<file path="src/rtl/pc_redirect_ctrl_if.sv">
// rtl/pc_redirect_ctrl_if.sv - fetch redirect control signal bundle
interface pc_redirect_ctrl_if;
    logic        stallF;
    logic        flush_excp;
    logic [31:0] excp_pc;
    logic        branchD;
    logic        takenD;
    logic [31:0] targetD;
    logic [31:0] pcF;
    logic [31:0] pc_plus4F;
    logic        in_delayslotF;
    logic        adelF;
    logic        redirect_pend;

    modport master (
        output stallF, flush_excp, excp_pc, branchD, takenD, targetD,
        input  pcF, pc_plus4F, in_delayslotF, adelF, redirect_pend
    );

    modport slave (
        input  stallF, flush_excp, excp_pc, branchD, takenD, targetD,
        output pcF, pc_plus4F, in_delayslotF, adelF, redirect_pend
    );
endinterface

</file>
<file path="src/rtl/pc_redirect_ctrl.sv">
// rtl/pc_redirect_ctrl.sv - fetch PC register with stall-safe branch/exception redirect
module pc_redirect_ctrl #(
    parameter logic [31:0] RESET_PC    = 32'hBFC0_0000,
    parameter bit          ALIGN_CHECK = 1'b1
) (
    input  logic                clk,
    input  logic                resetn,
    pc_redirect_ctrl_if.slave   bus
);
    typedef enum logic [1:0] {
        RUN     = 2'd0,
        BR_PEND = 2'd1,
        EX_PEND = 2'd2
    } state_t;

    state_t      state_q, state_d;
    logic [31:0] pc_q, pc_d;
    logic [31:0] pend_pc_q, pend_pc_d;
    logic [31:0] pc_plus4;
    logic        br_taken;

    assign pc_plus4 = pc_q + 32'd4;
    assign br_taken = bus.branchD & bus.takenD;

    always_comb begin
        state_d   = state_q;
        pc_d      = pc_q;
        pend_pc_d = pend_pc_q;
        case (state_q)
            RUN: begin
                if (!bus.stallF) begin
                    pc_d = bus.flush_excp ? bus.excp_pc
                         : br_taken       ? bus.targetD
                         :                  pc_plus4;
                end else if (bus.flush_excp) begin
                    pend_pc_d = bus.excp_pc;
                    state_d   = EX_PEND;
                end else if (br_taken) begin
                    pend_pc_d = bus.targetD;
                    state_d   = BR_PEND;
                end
            end
            // Decode repeats the held branch while stalled, so only an exception may replace it.
            BR_PEND, EX_PEND: begin
                if (bus.stallF) begin
                    if (bus.flush_excp) begin
                        pend_pc_d = bus.excp_pc;
                        state_d   = EX_PEND;
                    end
                end else begin
                    pc_d    = bus.flush_excp ? bus.excp_pc : pend_pc_q;
                    state_d = RUN;
                end
            end
            default: begin
                state_d = RUN;
            end
        endcase
    end

    always_ff @(posedge clk or negedge resetn) begin
        if (!resetn) begin
            state_q   <= RUN;
            pc_q      <= RESET_PC;
            pend_pc_q <= 32'd0;
        end else begin
            state_q   <= state_d;
            pc_q      <= pc_d;
            pend_pc_q <= pend_pc_d;
        end
    end

    assign bus.pcF           = pc_q;
    assign bus.pc_plus4F     = pc_plus4;
    assign bus.redirect_pend = (state_q != RUN);
    assign bus.in_delayslotF = bus.branchD & (state_q == RUN);
    assign bus.adelF         = ALIGN_CHECK && (pc_q[1:0] != 2'b00);
endmodule

</file>
<file path="src/flat_wrapper.sv">
// flat-port wrapper written by rule: the top's interface ports become plain ports
module pc_redirect_ctrl_flat 
#(
    parameter logic [31:0] RESET_PC    = 32'hBFC0_0000,
    parameter bit          ALIGN_CHECK = 1'b1
)
  (clk, resetn, bus_stallF, bus_flush_excp, bus_excp_pc, bus_branchD, bus_takenD, bus_targetD, bus_pcF, bus_pc_plus4F, bus_in_delayslotF, bus_adelF, bus_redirect_pend);
  pc_redirect_ctrl_if bus_i ();
  input  logic clk;
  input  logic resetn;
  input wire logic [$bits(bus_i.stallF)-1:0] bus_stallF;
  input wire logic [$bits(bus_i.flush_excp)-1:0] bus_flush_excp;
  input wire logic [$bits(bus_i.excp_pc)-1:0] bus_excp_pc;
  input wire logic [$bits(bus_i.branchD)-1:0] bus_branchD;
  input wire logic [$bits(bus_i.takenD)-1:0] bus_takenD;
  input wire logic [$bits(bus_i.targetD)-1:0] bus_targetD;
  output wire logic [$bits(bus_i.pcF)-1:0] bus_pcF;
  output wire logic [$bits(bus_i.pc_plus4F)-1:0] bus_pc_plus4F;
  output wire logic [$bits(bus_i.in_delayslotF)-1:0] bus_in_delayslotF;
  output wire logic [$bits(bus_i.adelF)-1:0] bus_adelF;
  output wire logic [$bits(bus_i.redirect_pend)-1:0] bus_redirect_pend;
  assign bus_i.stallF = bus_stallF;
  assign bus_i.flush_excp = bus_flush_excp;
  assign bus_i.excp_pc = bus_excp_pc;
  assign bus_i.branchD = bus_branchD;
  assign bus_i.takenD = bus_takenD;
  assign bus_i.targetD = bus_targetD;
  assign bus_pcF = bus_i.pcF;
  assign bus_pc_plus4F = bus_i.pc_plus4F;
  assign bus_in_delayslotF = bus_i.in_delayslotF;
  assign bus_adelF = bus_i.adelF;
  assign bus_redirect_pend = bus_i.redirect_pend;
  pc_redirect_ctrl #(.RESET_PC(RESET_PC), .ALIGN_CHECK(ALIGN_CHECK)) u_core (.clk(clk), .resetn(resetn), .bus(bus_i));
endmodule
</file>
<file path="config.mk">
export PLATFORM = sky130hd
export DESIGN_NAME = pc_redirect_ctrl_flat
export DESIGN_NICKNAME = d
export VERILOG_FILES = /design/src/rtl/pc_redirect_ctrl_if.sv /design/src/rtl/pc_redirect_ctrl.sv /design/src/flat_wrapper.sv
export SDC_FILE = /design/constraint.sdc
export NUM_CORES = 1
export LEC_CHECK = 0
export CAP_MARGIN = 10
export CORE_MARGIN = 2
export CORE_UTILIZATION = 44
export DETAILED_ROUTE_END_ITERATION = 10
export PLACE_DENSITY = 0.78
export REMOVE_ABC_BUFFERS = 1
export SLEW_MARGIN = 10
export SYNTH_ARGS = -nofsm -noshare
export SYNTH_HDL_FRONTEND = slang
export SYNTH_SLANG_ARGS = --single-unit
</file>
<file path="constraint.sdc">
create_clock -name clk -period 2.15 [get_ports clk]
set_input_delay 0.43 -clock clk [delete_from_list [all_inputs] [get_ports clk]]
set_output_delay 0.43 -clock clk [all_outputs]
set_load 0.01 [all_outputs]
</file>
==> flow_summary_export.csv <==
group,metric,value,unit
outcome,status,"finished, violations left",
outcome,violations,"negative setup slack",
power_and_ir_drop,p_sw,5520,uW
detailed_routing,drtIter0Drc,732,
power_and_ir_drop,p_per_area,1530,nW/um^2
logic_synthesis,syn_area_per_cell,8.27,um^2
clock_tree,cts_tree,"yes",
cells_and_area,fin_nets,907,
logic_synthesis,synth.largest_area_cell,"dfrtp_1",
logic_synthesis,ys_ff_latch,66,
critical_path,critPathCaptureType,"primary output",
logic_synthesis,netlist_area,4840,um^2
placement,hpwl,14000,um
power_and_ir_drop,combPwrFrac,70.5,%
logic_synthesis,async_flop_share,100,%
timing,finalHoldViolations,0,
critical_path,critPathLaunchType,"flip-flop",
power_and_ir_drop,total_power,12400,uW
logic_synthesis,synthFlopType,"dfrtp_1",
clock_tree,path_clk_slew,80,ps
global_route,grt_antenna_before_repair,0,
power_and_ir_drop,switching_share,44.4,%
power_and_ir_drop,p_leak,0.00351,uW
hold_path,hold_path.class,"in -> reg",
critical_path,path_max_fanout,5,
detailed_routing,vias,6321,
clock_tree,cts_buffers,9,
detailed_routing,postRouteAntennaNets,0,
critical_path,r2r_cells,8,
power_and_ir_drop,internal_power,6920,uW
timing,skew,7.21,ps
clock_tree,clock_path_buffers,2,
timing,finalSetupViolCount,25,
detailed_routing,via_per_inst,6.46,
power_and_ir_drop,vdd_ir_drop_max,0.829,mV
power_and_ir_drop,clkPwrFrac,9.2,%
detailed_routing,wl_per_cell,21.5,um
logic_synthesis,syn_inst,585,
global_route,grt_pass1_vias,6140,
global_route,track_usage,34.3,%
logic_synthesis,yosysWarnings,0,
placement,place_area,7080,um^2
job,cap_violations,0,
cells_and_area,final_area,8120,um^2
timing,fmax,394,MHz
logic_synthesis,ys_types,66,
timing,setup_tns,-6890,ps
cells_and_area,diodes,0,
timing,finalCriticalPeriod,2540,ps
cells_and_area,final_util,75.2,%
detailed_routing,dr.pass1.iters,8,
logic_synthesis,synth.top_cell.area_share,29.5,%
timing,setup_ws,-386,ps
timing,tightest_slew,469,ps
floorplanning,io_pins,137,
logic_synthesis,synth.most_common_cell,"dfrtp_1",
hold_path,hold_depth,2,
cells_and_area,areaGrowthSynthToFinish,67.8,%
cells_and_area,drive_gt1_share,33.9,%
placement,dpl_worst_slack,-524,ps
detailed_routing,finalWirelength,21000,um
floorplanning,fp-row-count,38,
clock_tree,clockRootBuffer,"clkbuf_8",
logic_synthesis,synthTopCellsByArea,"dfrtp_1 29%, dfstp_2 4.9%, o21ai_0 4.9%",
critical_path,cp.arrival,2110,ps
floorplanning,die_width,109,um
floorplanning,core-area,10800,um^2
logic_synthesis,ys_top_cells_by_count,"57 x dfrtp_1, 53 x nand2_1, 47 x o21ai_0",
global_route,gr-total-overflow,0,
logic_synthesis,yosysSeqAreaShare,34.4,%
timing,slew_headroom,68.7,%
floorplanning,die_h,109,um
global_route,grt_pass1_wl,31500,um
critical_path,crit_required,1720,ps
floorplanning,initial_core_util,44.8,%
timing,rsz0062_at_grt,"yes",
logic_synthesis,synth_edf_count,0,
timing,slew_viol_final,0,
global_route,grt_max_degree,42,
clock_tree,clock_sinks,66,
placement,place.port_buffers,136,
timing,fin_crit_sh,118,%
critical_path,path_class,"reg -> out",
detailed_routing,drcViolationCount,0,
power_and_ir_drop,p_seq_share,20.3,%
clock_tree,clkLatencyLatePin,370,ps
floorplanning,design.die.area,11900,um^2
clock_tree,htreeDepth,3,
placement,gp_congestion,0.904,
## path summary, 6_finish.rpt
path,startpoint,to,slack [ps]
min in group asynchronous,resetn,u_core.pend_pc_q[16]$_DFFE_PN0P_,490
worst min register to register,u_core.pend_pc_q[24]$_DFFE_PN0P_,u_core.pend_pc_q[24]$_DFFE_PN0P_,520
worst max register to register,u_core.bus.pcF[3]$_DFFE_PN0P_,u_core.bus.pcF[31]$_DFFE_PN1P_,40
worst min-delay path,bus_flush_excp,u_core.pend_pc_q[8]$_DFFE_PN0P_,480
max in group asynchronous,resetn,u_core.bus.pcF[8]$_DFFE_PN0P_,1110
worst max-delay path,u_core.bus.pcF[3]$_DFFE_PN0P_,bus_pc_plus4F[26],-390
## what timing repair did
action                                  CTS  global route
endpoints found under the setup margin   40            36
gates resized for setup                 198            40
endpoints found under the hold margin     9             0
hold buffers                              1             0
pin swaps                                36            21
setup buffers                            31            16
## per-layer routing
metal  GRT usage [%]  routed length (um)  share of wire (%)  vias to the layer above
met2            56.4               10100                 48                      442
met4            16.4                 869                4.1                        0
met5               0                   0                  0                        -
li1                -                   -                  -                     2729
met3            4.30                1980                9.4                       96
met1            44.7                8050                 38                     3054
## sequential cells by signal, indices dropped and copies added (netlist names)
register,flops
u_core.bus.pcF,32
u_core.pend_pc_q,32
u_core.state_q,2
## kinds of logic (layout without fill, tap and decap cells)
logic type	count (synthesis)	in the layout	synth area share, %
buf+inv	66	319	5.72
flops	66	66	34.4
mux	13	13	2.77
xor+xnor	21	21	3.80
simple gates	191	191	20.9
fa+ha+maj	3	3	0.776
compound gates	225	225	31.7
## critical path, stage by stage (launching register included)
cell     delay, ps
dfrtp_1        450
ha_4           190
nand3_4         80
or3_4          390
buf_6          160
nor3_4         170
xnor2_1        140
buf_2          150
## cell type report
type                    count  area [um^2]
clock buffers              13          169
clock inverters             2         35.0
fillers                   747         2670
inverters                  14         52.6
multi-input cells         453         3420
flip-flops and latches     66         1660
well taps                 140          175
repair buffers            290         2610
## power groups by stage
stage	combinational, uW	clock (uW)	sequential, uW
floorplan	3370	0	2710
global placement	7550	0	2400
detailed placement	7720	0	2450
CTS	8110	1140	2470
global route	9280	1190	2590
finish	8760	1150	2520
## cells in the final DEF (no fill, tap or decap), types with 4 or more instances in the layout
cell,n
nor3_4,4
nand2_1,49
buf_4,122
a2bb2oi_1,5
or2_4,6
dfstp_2,9
o21ai_0,46
xnor2_2,7
or3_1,5
a21oi_1,45
and2_1,7
o22ai_1,12
xor2_1,7
a221oi_1,11
buf_12,8
nand3_1,27
a22oi_1,26
buf_2,20
clkbuf_8,12
o221a_2,4
nor3_1,6
a221o_1,7
nor2_4,4
mux2i_1,10
clkdlybuf4s50_1,104
and3_1,17
a21o_1,4
a41oi_1,5
o21a_1,4
dfrtp_1,57
nand4_1,7
a31oi_1,5
inv_1,13
and3_4,5
o211ai_1,5
nand3_4,5
nor2_1,15
buf_6,31
## metrics by stage
stage | hold slack [ps] | instances
floorplan | 134 | 533
global placement | 332 | 924
detailed placement | 342 | 924
CTS | 471 | 969
global route | 504 | 978
finish | 484 | 978
(Power assumes the default switching activity.)
